<file path="config.mk">
export PLATFORM = sky130hd
export DESIGN_NAME = pc_sequencer
export DESIGN_NICKNAME = d
export VERILOG_FILES = /design/src/rtl/pc_sequencer.sv
export SDC_FILE = /design/constraint.sdc
export NUM_CORES = 1
export LEC_CHECK = 0
export CORE_ASPECT_RATIO = 2
export CORE_MARGIN = 2
export CORE_UTILIZATION = 35
export DETAILED_ROUTE_END_ITERATION = 8
export GPL_TIMING_DRIVEN = 1
export HOLD_SLACK_MARGIN = 0.02
export PLACE_DENSITY_LB_ADDON = 0.1
export SETUP_SLACK_MARGIN = 0.02
export SYNTH_ARGS = -nofsm -noshare
export SYNTH_HDL_FRONTEND = slang
export SYNTH_SLANG_ARGS = --single-unit
</file>
<file path="constraint.sdc">
create_clock -name clk -period 4.54 [get_ports clk]
set_input_delay 1.362 -clock clk [delete_from_list [all_inputs] [get_ports clk]]
set_output_delay 1.362 -clock clk [all_outputs]
set_load 0.05 [all_outputs]
</file>
<file path="src/rtl/pc_sequencer.sv">
// Program counter and next-PC sequencer with MIPS delay-slot semantics.
// A taken transfer fetches the slot at pc+4, then redirects to the latched target.
module pc_sequencer #(
    parameter logic [31:0] RESET_PC = 32'h0000_3000
) (
    input  logic        clk,
    input  logic        reset,
    input  logic        en,
    input  logic        check,
    input  logic        jump,
    input  logic        jr,
    input  logic [15:0] imm16,
    input  logic [25:0] instr_index,
    input  logic [31:0] jr_target,
    output logic [31:0] pc,
    output logic [31:0] link,
    output logic        in_slot,
    output logic        slot_err
);

    typedef enum logic {
        SEQ,
        SLOT
    } state_t;

    state_t      state;
    state_t      state_nxt;
    logic [31:0] tgt_q;
    logic [31:0] tgt_nxt;
    logic [31:0] pc_nxt;
    logic        err_nxt;
    logic [31:0] pc4;
    logic [31:0] br_off;
    logic [31:0] target;
    logic        req;

    assign pc4    = pc + 32'd4;
    assign br_off = {{14{imm16[15]}}, imm16, 2'b00};
    assign req    = jr | jump | check;

    always_comb begin
        target = pc4 + br_off;
        priority case (1'b1)
            jr:      target = jr_target;
            jump:    target = {pc4[31:28], instr_index, 2'b00};
            default: target = pc4 + br_off;
        endcase
    end

    always_ff @(posedge clk or posedge reset) begin
        if (reset) begin
            state    <= SEQ;
            pc       <= RESET_PC;
            tgt_q    <= 32'd0;
            slot_err <= 1'b0;
        end else begin
            state    <= state_nxt;
            pc       <= pc_nxt;
            tgt_q    <= tgt_nxt;
            slot_err <= err_nxt;
        end
    end

    always_comb begin
        state_nxt = state;
        if (en) begin
            unique case (state)
                SEQ:  if (req) state_nxt = SLOT;
                SLOT: state_nxt = SEQ;
                default: state_nxt = SEQ;
            endcase
        end
    end

    // Requests seen in the slot never alter flow; they only raise slot_err.
    always_comb begin
        pc_nxt  = pc;
        tgt_nxt = tgt_q;
        err_nxt = 1'b0;
        if (en) begin
            unique case (state)
                SEQ: begin
                    pc_nxt = pc4;
                    if (req) tgt_nxt = target;
                end
                SLOT: begin
                    pc_nxt  = tgt_q;
                    err_nxt = req;
                end
                default: pc_nxt = pc4;
            endcase
        end
    end

    assign in_slot = (state == SLOT);
    assign link    = pc + 32'd8;

endmodule

</file>
==> results of run 1 <==
critical path, delay by kind of cell, from the launching register on:
family | cells | cell delay, ns
buf+inv | 1 | 0.84
simple gates | 2 | 0.84
flops | 1 | 0.47
fa+ha+maj | 1 | 0.31
xor+xnor | 1 | 0.21
layout make-up:
class,instances,area [um2]
repair buffers,173,1700
well taps,210,263
clock buffers,9,225
multi-input cells,623,4200
fillers,1740,9050
inverters,25,93.8
clock inverters,7,77.6
flip-flops and latches,66,1660
cell usage in the layout (no fill, tap or decap), types with 7 or more instances in the layout:
master,instances
a21o_1,12
a221oi_1,11
nor2b_1,8
nand3_1,27
mux2_2,7
a22o_1,24
dfrtp_1,63
nand2b_1,11
o21ai_0,77
ha_1,37
and3_1,8
o211ai_1,12
xor2_1,32
mux2i_1,9
clkbuf_16,9
o31ai_1,12
nor2_1,65
nand2_1,74
inv_1,23
clkdlybuf4s50_1,130
a21oi_1,42
nor3_1,11
a31oi_1,7
buf_4,35
o22ai_1,9
xnor2_1,41
worst max-delay path by stage:
| stage | to | cells past startpoint | start | slack (ns) |
|---|---|---|---|---|
| final | link[19] | 5 | pc[3] | 0.16 |
| after global routing | link[19] | 5 | pc[3] | 0.005 |
| after CTS | link[17] | 6 | pc[3] | 0.08 |
| after detailed placement | tgt_q[30] | 12 | imm16[0] | 0.11 |
| after global placement | tgt_q[30] | 12 | imm16[0] | 0.14 |
| after floorplan | link[27] | 5 | pc[4] | 0.33 |
power by group:
part / internal, mW / switching (mW)
combinational: 1.29 / 2.12
clock: 0.431 / 0.314
sequential: 0.796 / 0.346
repair_timing:
item / in CTS / in global routing
resized for setup: 0 / 2
hold buffers: 0 / 0
setup endpoints to repair: 0 / 4
flip-flops by register name, indices dropped and copies added, names as in the netlist:
name / flops
in_slot: 1
tgt_q: 32
slot_err: 1
pc: 32
cell families after synthesis:
kind of cell             Yosys count  synth area share [%]
AND/OR/NAND/NOR                  247                  20.1
AO/OA/AOI/OAI                    248                  26.5
buffers and inverters             78                  5.33
XOR/XNOR                          74                  10.7
multiplexers                      16                  2.74
adder cells (fa/ha/maj)           38                  7.82
flip-flops                        66                  26.8
metrics by stage:
| stage | utilization, % | std cells | hold slack [ns] |
|---|---|---|---|
| floorplan | - | 767 | 0.446 |
| global placement | 45.8 | 1097 | 0.466 |
| detailed placement | 45.8 | 1097 | 0.479 |
| CTS | 47.5 | 1113 | 0.493 |
| global route | 47.6 | 1113 | 0.522 |
| finish | 47.6 | 1113 | 0.488 |
metal layers:
metal,routed length [um],up-vias,global-route usage [%]
li1,-,3055,-
met1,8230,2954,25.3
met2,13600,218,49.6
met3,908,60,3.35
met4,2070,0,20.4
met5,0,-,0
==> reports/results.txt, run 1 <==
Tmin final -> 4.38 ns
Netlist cell types -> 68
DRT Wirelength -> 24800 um
highest clock rate -> 0.228 GHz
drt pass-1 iters -> 5
Period Utilization, post-route -> 96.5%
Initial DRC Count -> 271
GR Overflow Total -> 0
hold depth -> 2
mean post-synth cell area -> 8.05 um2
Worst EP required -> 3.18 ns
final antenna diode count -> 0
initial antenna violation count -> 0
Worst Path Max Fanout -> 6
Final Max Tran Viols -> 0
die height -> 192 um
Post-synth ARST share -> 100%
RSZ-0062 raised after global routing -> yes
Final setup viols -> 0
post-route ant nets -> 0
Worst slew margin -> 46.0%
post-synth design cell area -> 6180 um2
status -> complete, no violations
max_cap viols -> 0
vias per std cell -> 5.65
Final Cell Area -> 8220 um2
Critical Path AT -> 3.02 ns
Max stage delay cell, worst path -> clkdlybuf4s50_1
dpl cell area -> 7910 um2
sequential fraction of the synthesis area -> 26.8%
worst stage delay on the critical path -> 0.84 ns
share of layout cells above drive strength 1 -> 9.52%
Hold Vio Cnt, Final -> 0
Tightest Pin Transition -> 0.809 ns
FF-to-FF Start -> pc[3]
crit-path cells -> ha_1 -> nand4_1 -> nor4_1 -> xnor2_1 -> clkdlybuf4s50_1
cell row count -> 68
largest cells by area after synthesis -> dfrtp_1, ha_1, o21ai_0
clk slew on worst S/H paths -> 0.06 ns
Post-synth EDFFs -> 0
setup ws final -> 0.157 ns
post-CTS setup buffer count -> 0
nets -> 1016
Clk Tree Root Cell -> clkbuf_16
Synth area leader -> dfrtp_1
io pins -> 146
most frequent cell after synthesis -> o21ai_0
total die area -> 18800 um2
Post-Syn Instances -> 767
detailed placer's ending HPWL -> 19900 um
Leak -> 3.44 nW
first-pass GRT wire length -> 37000 um
H-tree Lvls -> 3
HP Class -> register to register
I/O Buffers -> 145
endpoint type of the worst setup path -> output port
Place WS -> 0.107 ns
DRC -> 0
flops & latches, synth -> 66
CTS max path bufs -> 2
gr usage total -> 26.3%
total number of vias -> 6287
Ys Warns -> 0
worst reg2reg setup slack -> 0.34 ns
vias in the first global route -> 6412
Hold Crit Start -> tgt_q[8]
clk sinks -> 66
Power Dens Cells -> 644 nW/um2
Chip Width -> 97.9 um
setup_tns -> 0 ns
CTS Buf Count -> 9
total power -> 5.29 mW
synthesis-to-layout area growth -> 33.1%
Critical Path Source Type -> register
CTS tree -> yes
critical path type -> register to output port
post-synth top area share -> 25.9%
detailed-route wire length per cell -> 22.2 um
post-synth net total -> 885
Hold Path Sink -> tgt_q[8]
main flop type after synthesis -> dfrtp_1
Reg2Reg Depth -> 17
commonest cells in the netlist -> o21ai_0, nand2_1, nor2_1, dfrtp_1, a21oi_1
GP Congestion -> 0.951
core area -> 17300 um2
VDD IR-drop max -> 0.530 mV
reg-to-reg endpoint -> tgt_q[29]
Initial Util -> 35.8%
latest clock arrival within the worst-skew pair -> 0.36 ns
skew final -> 0.0126 ns
largest net degree at the start of global routing -> 71
Power figures use the tool's default switching activity.
==> run 2: changes to the inputs <==
CELL_PAD_IN_SITES_DETAIL_PLACEMENT = 0   (was default)
CELL_PAD_IN_SITES_GLOBAL_PLACEMENT = 1   (was default)
CTS_BUF_LIST = sky130_fd_sc_hd__clkbuf_8 sky130_fd_sc_hd__clkbuf_16   (was default)
==> run 2 against run 1 <==
Flip-flop and latch count did not move. Non-clock buffer count did not move. Design area rose by 0.20%. Sequential power barely moved. Total power rose by 1.7%. Clock-buffer cell count did not move. Via count rose by 0.40%. Critical path depth did not move. Highest routed layer unchanged.
==> reports/results.txt, run 2 (synthesized netlist as in run 1, its figures left out) <==
latest clock arrival within the worst-skew pair -> 0.36 ns (about the same)
nets -> 1016 (unchanged)
clock share of power -> 14.9% (was 14.1%)
H-tree Lvls -> 3 (unchanged)
DRC -> 0 (unchanged)
I/O Buffers -> 145 (unchanged)
RSZ-0062 raised after global routing -> no (was yes)
first-pass GRT wire length -> 38200 um (was 37000 um)
vias per std cell -> 5.67 (was 5.65)
Pint -> 2.58 mW (was 2.52 mW)
Period Utilization, post-route -> 94.6% (was 96.5%)
# fillers -> 1794 (was 1740)
GP Congestion -> 0.877 (was 0.951)
Worst Path Max Fanout -> 11 (was 6)
post-CTS setup buffer count -> 0 (unchanged)
die height -> 192 um (unchanged)
Final Cell Area -> 8240 um2 (was 8220 um2)
top flop regs -> pc x32, tgt_q x32 (unchanged)
GR Overflow Total -> 0 (unchanged)
switching share of power -> 52.0% (was 52.4%)
setup_tns -> 0 ns (unchanged)
Max Used Layer -> met4 (unchanged)
post-route ant nets -> 0 (unchanged)
Leak -> 3.44 nW (about the same)
skew final -> 0.00806 ns (was 0.0126 ns)
VDD IR-drop max -> 0.553 mV (was 0.530 mV)
detailed placer's ending HPWL -> 20400 um (was 19900 um)
FF-to-FF Start -> pc[2] (was pc[3])
share of layout cells above drive strength 1 -> 9.41% (was 9.52%)
core area -> 17300 um2 (unchanged)
total die area -> 18800 um2 (unchanged)
Clk Tree Root Cell -> clkbuf_16 (unchanged)
Power Dens Cells -> 654 nW/um2 (was 644 nW/um2)
CTS Buf Count -> 9 (unchanged)
Hold Vio Cnt, Final -> 0 (unchanged)
Placed Cells -> 1097 (unchanged)
initial antenna violation count -> 0 (unchanged)
clk sinks -> 66 (unchanged)
Max stage delay cell, worst path -> clkdlybuf4s50_1 (unchanged)
total number of vias -> 6312 (was 6287)
HP Class -> register to register (unchanged)
CTS max path bufs -> 2 (unchanged)
Critical Path Source Type -> register (unchanged)
highest clock rate -> 0.233 GHz (was 0.228 GHz)
Tmin final -> 4.29 ns (was 4.38 ns)
Final setup viols -> 0 (unchanged)
Initial DRC Count -> 277 (was 271)
hold slack -> 0.486 ns (was 0.488 ns)
worst stage delay on the critical path -> 0.82 ns (was 0.84 ns)
Critical Path AT -> 2.93 ns (was 3.02 ns)
most frequent cells in the layout -> clkdlybuf4s50_1, o21ai_0, nand2_1 (unchanged)
Worst slew margin -> 21.1% (was 46.0%)
P_sw -> 2.80 mW (was 2.78 mW)
dpl cell area -> 7910 um2 (unchanged)
drt pass-1 iters -> 4 (was 5)
gr usage total -> 27.2% (was 26.3%)
final antenna diode count -> 0 (unchanged)
critical path launch point -> pc[7] (was pc[3])
DRT met1 WL -> 8440 um (was 8230 um)
post-CTS sizing -> 0 (unchanged)
final core occ -> 47.7% (was 47.6%)
synthesis-to-layout area growth -> 33.3% (was 33.1%)
met3 WL -> 866 um (was 908 um)
Tightest Pin Transition -> 1.18 ns (was 0.809 ns)
clk slew on worst S/H paths -> 0.07 ns (was 0.06 ns)
met2 routed WL -> 14600 um (was 13600 um)
endpoint type of the worst setup path -> output port (unchanged)
max_cap viols -> 0 (unchanged)
CTS tree -> yes (unchanged)
io pins -> 146 (unchanged)
vias in the first global route -> 6612 (was 6412)
DRT Wirelength -> 25400 um (was 24800 um)
most common cell after layout, fill and taps aside -> clkdlybuf4s50_1 (unchanged)
detailed-route wire length per cell -> 22.9 um (was 22.2 um)
crit-path cells -> nand2_1 -> nor3_1 -> nand3_1 -> xnor2_1 -> clkdlybuf4s50_1 (was ha_1 -> nand4_1 -> nor4_1 -> xnor2_1 -> clkdlybuf4s50_1)
Comb pwr share -> 64.2% (was 64.4%)
Chip Width -> 97.9 um (unchanged)
Worst EP required -> 3.18 ns (about the same)
Hold Crit Start -> tgt_q[11] (was tgt_q[8])
critical path type -> register to output port (unchanged)
status -> complete, no violations (unchanged)
Final Max Tran Viols -> 0 (unchanged)
register share of total power -> 20.9% (was 21.6%)
cts hold-fix bufs -> 0 (unchanged)
largest net degree at the start of global routing -> 71 (unchanged)
non-filler cells, final -> 1113 (unchanged)
cell row count -> 68 (unchanged)
Initial Util -> 35.8% (unchanged)
run 2: changes by cell type in the layout (fill, tap and decap cells not counted), sizes merged:
cell / change
bufinv: +1
clkdlybuf4s50: +1
clkinv: -1
clkinvlp: +1
dlymetal6s2s: -1
inv: -1
run 2: path summary, 6_finish.rpt:
path | endpoint | slack (ns) | cells after the start
max in group asynchronous | tgt_q[3] | 2.38 | 3
min in group asynchronous | pc[25] | 1.46 | 2
min reg2reg | tgt_q[11] | 0.49 | 2
max reg2reg | tgt_q[21] | 0.35 | 15
min | tgt_q[11] | 0.49 | 2
max | link[22] | 0.25 | 5
run 2: per-stage QoR:
step / power (mW) / setup WS, ns
finish: 5.38 / 0.245
global route: 5.69 / 0.0449
CTS: 5.42 / 0.209
detailed placement: 4.60 / 0.0272
global placement: 4.58 / 0.0465
floorplan: 3.36 / 0.328
run 2: critical path: cells and delay by family, from the launching register on:
kind | cells | cell delay, ns
and+or+nand+nor | 3 | 0.96
buffers and inverters | 1 | 0.82
DFF | 1 | 0.59
xor gates and xnor gates | 1 | 0.20
run 2: metal layers:
metal / global-route usage, % / vias to the layer above
li1: - / 3052
met1: 25.5 / 3031
met2: 54.4 / 183
met3: 3.35 / 46
met4: 16.2 / 0
met5: 0 / -
run 2: final cells by class:
class,count,area [um2],share of cell area [%]
multi-input cells,623,4200,51.0
well taps,210,263,3.19
flip-flops and latches,66,1660,20.1
clock inverters,7,101,1.23
inverters,25,93.8,1.14
repair buffers,173,1700,20.6
clock buffers,9,225,2.73
run 2: power groups by stage:
stage	Clock (mW)	Sequential (mW)	Combinational (mW)
2_1_floorplan	0	1.34	2.01
3_3_place_gp	0	1.13	3.45
3_5_place_dp	0	1.14	3.46
4_1_cts	0.813	1.13	3.48
5_1_grt	0.841	1.16	3.68
6_report	0.804	1.12	3.45
